[src/rtl/spi_cmd_sequencer.sv]
// spi_cmd_sequencer: turns SPI frames from the bridge into register-file accesses.
// First byte of a frame is the command (bit7 write, bit6 burst, bits5:0 start address);
// later bytes become one-cycle write strobes or read fetches whose data returns on data_out.
// Ports:
//   clk, rst          clock, async active-high reset
//   cs_n, byte_sync,  frame select and byte level/data from the bridge
//   data_in
//   data_out          read byte back to the bridge
//   reg_addr,         register-file address, write data and one-cycle strobes
//   reg_wdata,
//   reg_we, reg_re
//   reg_rdata         read data, valid the cycle after reg_re
//   busy              registered ~cs_n
//   err, err_clr      sticky out-of-range flag and its clear
module spi_cmd_sequencer #(
  parameter int NUM_REGS = 16
) (
  input  logic       clk,
  input  logic       rst,
  input  logic       cs_n,
  input  logic       byte_sync,
  input  logic [7:0] data_in,
  output logic [7:0] data_out,
  output logic [5:0] reg_addr,
  output logic [7:0] reg_wdata,
  output logic       reg_we,
  output logic       reg_re,
  input  logic [7:0] reg_rdata,
  output logic       busy,
  output logic       err,
  input  logic       err_clr
);

  typedef enum logic [2:0] {
    IDLE,
    WR_DATA,
    RD_FETCH,
    RD_CAPT,
    RD_HOLD
  } state_t;

  state_t     state, state_d;
  logic       byte_sync_q;
  logic       sync_rise;
  logic       burst, burst_d;
  logic [5:0] addr, addr_d;
  logic [5:0] next_addr;
  logic [7:0] data_out_d;
  logic [5:0] reg_addr_d;
  logic [7:0] reg_wdata_d;
  logic       reg_we_d, reg_re_d;
  logic       err_set, err_d;

  function automatic logic in_range(input logic [5:0] a);
    return {1'b0, a} < 7'(NUM_REGS);
  endfunction

  assign sync_rise = byte_sync & ~byte_sync_q & ~cs_n;

  // 6-bit add wraps 63 -> 0 for bursts
  assign next_addr = burst ? addr + 6'd1 : addr;

  always_comb begin
    state_d     = state;
    burst_d     = burst;
    addr_d      = addr;
    data_out_d  = data_out;
    reg_addr_d  = reg_addr;
    reg_wdata_d = reg_wdata;
    reg_we_d    = 1'b0;
    reg_re_d    = 1'b0;
    err_set     = 1'b0;
    if (cs_n) begin
      state_d    = IDLE;
      burst_d    = 1'b0;
      addr_d     = 6'd0;
      data_out_d = 8'h00;
    end else begin
      case (state)
        IDLE: begin
          if (sync_rise) begin
            burst_d = data_in[6];
            addr_d  = data_in[5:0];
            if (data_in[7]) begin
              state_d = WR_DATA;
            end else begin
              // fetch is issued so reg_re is high while in RD_FETCH
              state_d    = RD_FETCH;
              reg_addr_d = data_in[5:0];
              reg_re_d   = in_range(data_in[5:0]);
              err_set    = ~in_range(data_in[5:0]);
            end
          end
        end
        WR_DATA: begin
          if (sync_rise) begin
            reg_addr_d  = addr;
            reg_wdata_d = data_in;
            reg_we_d    = in_range(addr);
            err_set     = ~in_range(addr);
            addr_d      = next_addr;
          end
        end
        RD_FETCH: state_d = RD_CAPT;
        RD_CAPT: begin
          data_out_d = in_range(addr) ? reg_rdata : 8'h00;
          state_d    = RD_HOLD;
        end
        RD_HOLD: begin
          if (sync_rise) begin
            addr_d     = next_addr;
            reg_addr_d = next_addr;
            reg_re_d   = in_range(next_addr);
            err_set    = ~in_range(next_addr);
            state_d    = RD_FETCH;
          end
        end
        default: state_d = IDLE;
      endcase
    end
  end

  // set wins over clear
  assign err_d = err_set ? 1'b1 : (err_clr ? 1'b0 : err);

  always_ff @(posedge clk or posedge rst) begin
    if (rst) begin
      state       <= IDLE;
      byte_sync_q <= 1'b0;
      burst       <= 1'b0;
      addr        <= 6'd0;
      data_out    <= 8'h00;
      reg_addr    <= 6'd0;
      reg_wdata   <= 8'h00;
      reg_we      <= 1'b0;
      reg_re      <= 1'b0;
      busy        <= 1'b0;
      err         <= 1'b0;
    end else begin
      state       <= state_d;
      byte_sync_q <= byte_sync;
      burst       <= burst_d;
      addr        <= addr_d;
      data_out    <= data_out_d;
      reg_addr    <= reg_addr_d;
      reg_wdata   <= reg_wdata_d;
      reg_we      <= reg_we_d;
      reg_re      <= reg_re_d;
      busy        <= ~cs_n;
      err         <= err_d;
    end
  end

endmodule

[config.mk]
export PLATFORM = sky130hd
export DESIGN_NAME = spi_cmd_sequencer
export DESIGN_NICKNAME = d
export VERILOG_FILES = /design/src/rtl/spi_cmd_sequencer.sv
export SDC_FILE = /design/constraint.sdc
export NUM_CORES = 1
export LEC_CHECK = 0
export CORE_ASPECT_RATIO = 1.4
export CORE_MARGIN = 4
export CORE_UTILIZATION = 30
export DETAILED_ROUTE_END_ITERATION = 16
export GPL_TIMING_DRIVEN = 0
export PLACE_DENSITY = 0.51
export REMOVE_ABC_BUFFERS = 1
export SKIP_LAST_GASP = 1
export SYNTH_ARGS = -nofsm -noshare
export SYNTH_HDL_FRONTEND = slang
export SYNTH_SLANG_ARGS = --single-unit
[constraint.sdc]
create_clock -name clk -period 4.1 [get_ports clk]
set_input_delay 1.025 -clock clk [delete_from_list [all_inputs] [get_ports clk]]
set_output_delay 1.025 -clock clk [all_outputs]
set_load 0.005 [all_outputs]
* Word level (Yosys, flattened, before mapping)
Index checks and enable logic that the tools add are counted.
** Word-level totals
- Register bits after elaboration :: 37
- Bits of input ports :: 21
- Word-level logic and storage cells :: 83
** Cells by class
- Add/subtract/negate cells :: 1
- Order comparisons :: 3
- Eq/ne operators :: 12
- Multiplexer cells :: 36
- Bitwise operators :: 7
- Reduce and logical (&&, ||, !) cells :: 13
** Operators with widths (count)
- $mux W6 :: 7
- $mux W8 :: 3
- $lt A6 B5 Y1 const B :: 3
- $pmux W6 S3 :: 1
- $mux W1 :: 17
- $pmux W3 S5 :: 1
- $pmux W6 S2 :: 1
- $ne A2 B2 Y1 const B :: 5
- $mux W3 :: 3
- $reduce_and A3 Y1 :: 3
- $reduce_bool A2 Y1 :: 4
- $add A6 B1 Y6 const B :: 1
- $eq A3 B2 Y1 const B :: 2
- $ne A3 B3 Y1 const B :: 2
- $reduce_and A6 Y1 :: 1
- $reduce_bool A3 Y1 :: 2
- $not A1 Y1 :: 5
- $eq A3 B1 Y1 const B :: 1
- $eq A3 B3 Y1 const B :: 1
- $logic_not A3 Y1 :: 1
- $ne A3 B1 Y1 const B :: 1
- $pmux W1 S3 :: 1
- $and A1 B1 Y1 :: 2
- $mux W2 :: 1
- 3 further kinds :: 3

* Logic depth before layout (Yosys ltp)
- Depth in word-level cells :: 8
- Gate-level depth with buffers :: 6
- Gate-level depth less buffers :: 5

* Worst setup path after synthesis
OpenSTA, ideal clock, no wires.
- Path kind :: input to register
- Start point :: input port cs_n
- End point :: register reg_addr[0]
- Library setup time :: 0.104 ns
- Arrival time :: 2.256 ns
- Slack :: 1.740 ns
- Stages on the path :: 4
- Cells stage by stage :: or3b_4 -> a2111o_1 -> buf_6 -> o41ai_2
** Between the ends
- Longest elaborated chain between the ends :: 4
- Elaborated cells on any way between the ends :: 6
** RTL lines
- start, declared :: line 20 : input logic cs_n,
- $not A1 Y1 (no source line) (*)
- $and A1 B1 Y1 :: line 58 : assign sync_rise = byte_sync & ~byte_sync_q & ~cs_n;
- $ne A2 B2 Y1 (no source line)
- $reduce_and A6 Y1 (no source line) (*)
- end signal, assigned :: line 145 : reg_addr <= reg_addr_d;
- end, declared :: line 24 : output logic [5:0] reg_addr,
Every way passes the cells marked *; elsewhere a longest branch is shown, timed or not.
A chain may end at the register's enable or synchronous reset.

* Worst setup path after layout
- Start point :: input port byte_sync
- End point :: register reg_wdata[0]
** Between the ends
- Longest elaborated chain between the ends :: 3
** RTL lines
- start, declared :: line 21 : input logic byte_sync,
- $and A1 B1 Y1 (2 in series) :: line 58
- $reduce_and A3 Y1 (no source line)
- end signal, assigned :: line 146 : reg_wdata <= reg_wdata_d;
- end, declared :: line 25 : output logic [7:0] reg_wdata,
Every way passes these cells.

==> key figures <==
STA
  – Setup_tns: 0 ns
  – Achievable Freq: 0.341 GHz
  – Actual slew at the worst max-slew pin: 0.801 ns
  – Max Slew Vio Count: 0
  – Relative slew slack: 46.6%
  – Final Setup Violations: 0
  – RSZ-0062 raised after global routing: no
  – Crit share post-route: 71.6%
  – Worst clock skew: 0.00757 ns
  – Shortest period the worst path allows: 2.94 ns
  – Final hold viol count: 0

Clock tree
  – Reg clk slew, reported paths: 0.07 ns
  – TritonCTS Sinks: 37
  – Clock Root Buffer: clkbuf_8
  – Post-CTS Setup Repair Bufs: 0
  – CTS Buf Count: 5
  – H-Tree Depth: 2
  – Post_cts resized: 0
  – Post-CTS Hold Fix Bufs: 0
  – Worst skew pair latency: 0.29 ns
  – Max Buffers Root-to-Sink: 2
  – CTS tree: done

Global route
  – Grt ovf: 0
  – GRT Total Usage: 14.5%
  – Vias in the first global route: 1625
  – Largest net degree at the start of global routing: 38
  – Initial antenna violation count: 0
  – Wire length of the first global-routing pass: 8.47 mm

Yosys
  – Mapped Area: 1930 µm²
  – Xor/xnor cell area share of the yosys netlist: 1.36%
  – Top FF cell, synth: dfrtp_1
  – Count leader, synth: dfrtp_1
  – Synth Instances: 188
  – Complex-gate fraction of the synthesized area: 21.1%
  – Seq/Total Area, Yosys: 47.9%
  – Post-synth cell types: 42
  – Mux contribution to synthesized area: 9.45%
  – FF+latch count, synth: 37
  – Number of synthesized flops with an enable pin: 0
  – Largest family of logic cells by synthesized area: compound AO/OA/AOI/OAI gates
  – Async SR Flop Fraction: 100%
  – Synth warnings: 0
  – Top cells by area, synth: dfrtp_1 (48%), mux2_2 (5.8%), a22o_1 (4.1%)
  – Top post-synthesis cells by count: dfrtp_1 (37), nor2_1 (14)
  – Post-Synth Simple-Gate Area: 14.0%
  – Synth top area share: 47.9%
  – Avg Synthesized Cell Area: 10.3 µm²
  – Synth Area in Adders: 1.68%
  – Post-synth top area cell: dfrtp_1

Floorplanning
  – Core Region: 6250 µm²
  – Initial core utilization: 30.9%
  – Die Width: 75.8 µm
  – Io pins: 47
  – Die footprint: 7810 µm²
  – Cell Rows: 34
  – Die height: 103 µm

Routing
  – Total Wirelength: 5.24 mm
  – Initial drt markers: 66
  – First-pass DRT Iterations: 4
  – Post-DR vias/cell: 5.35
  – Drt drc: 0
  – Routed vias: 1617
  – Post-DR wirelength/cell: 17.4 µm
  – Antenna-violating nets left: 0

Setup path
  – CP Launch Type: primary input
  – Worst EP required: 4.28 ns
  – Worst setup EP type: register
  – Arr. time, crit path: 3.11 ns
  – Worst setup path category: primary input to register
  – Max FO, Critical Path: 11
  – Critical Path Source: byte_sync
  – Reg2Reg Launch Point: state[0]

Layout
  – Share of cells above drive strength 1: 10.4%
  – # diodes: 0
  – NumNets Final: 251
  – Area Growth Syn to Fin: 31.9%
  – Fillers: 619

Status
  – Outcome: finished clean

Power
  – Pwr/cell area: 396 nW/µm²
  – Leakage: 0.00106 µW
  – Peak supply drop: 0.207 mV
  – Final Power: 1010 µW

Flow run
  – Max-cap viol count: 0

Placement
  – IO Port Bufs: 46
  – Routability congestion estimate: 0.880
  – Post-DP HPWL: 3.72 mm

Min path
  – Hold path startpoint: reg_addr[3]
  – Worst Hold Class: register to register
## layer usage
metal,vias to the layer above,track usage (%),wire length [µm]
li1,766,-,-
met1,787,18.1,2300
met2,53,22.7,2530
met3,11,3.41,253
met4,0,7.81,154
met5,-,0,0
## placed cells by master, fill, tap and decap left out, drive strengths merged, types with 3 or more instances in the layout
cell	instances
nand4	5
a22o	9
nor3	6
clkbuf	6
a2111oi	3
nand3	3
o21ai	10
inv	9
o21a	3
dfrtp	37
nand2	9
o22ai	3
mux2	10
o211ai	4
nor2	14
a21oi	10
clkdlybuf4s50	46
a31oi	3
mux2i	7
nor2b	6
and2	3
## through the flow
step                utilization [%]  setup slack [ns]  hold WS (ns)  area [µm²]  cells
floorplan                         -              1.69         0.473        1880    176
global route                   40.8             0.958         0.507        2550    302
finish                         40.8              1.16         0.480        2550    302
detailed placement             38.9             0.835         0.470        2430    294
global placement               38.9             0.843         0.466        2430    294
CTS                            40.8              1.14         0.488        2550    302
## registers in the layout (all words and copies together), names as in the netlist
register / count
state: 3
data_out: 8
reg_re: 1
byte_sync_q: 1
reg_wdata: 8
busy: 1
burst: 1
addr: 6
err: 1
reg_we: 1
reg_addr: 6
## cells by family after synthesis
logic type,after synthesis
compound gates,55
flops,37
buf+inv,21
fa+ha+maj,3
mux,17
xor+xnor,3
simple gates,52
## path summary, 6_finish.rpt
check	end	slack [ns]	depth (start not counted)
min reg2reg	reg_addr[3]	0.48	2
max reg2reg	reg_wdata[0]	1.55	3
min in group asynchronous	data_out[2]	1.20	2
max	reg_wdata[0]	1.16	4
max in group asynchronous	reg_addr[4]	2.38	2
min	reg_addr[3]	0.48	2
## layout make-up
type | count | area, µm² | area share, %
Sequential cell | 37 | 926 | 36.3
Multi-Input combinational cell | 130 | 920 | 36.1
Timing Repair Buffer | 46 | 460 | 18.1
Tap cell | 72 | 90.1 | 3.53
Clock buffer | 6 | 82.6 | 3.24
Clock inverter | 2 | 37.5 | 1.47
Inverter | 9 | 33.8 | 1.32
## critical path, cell delays in order
cell and delay, ns:
clkdlybuf4s50_1 0.48, nor2b_1 0.45, nand4_1 0.65, mux2_2 0.50
## where the power goes
group          total, µW  switching (µW)  internal (µW)
Sequential           449            35.5            414
Combinational        227            85.9            141
Clock                334             136            198
Note: power is estimated with default switching activity, not from simulation.
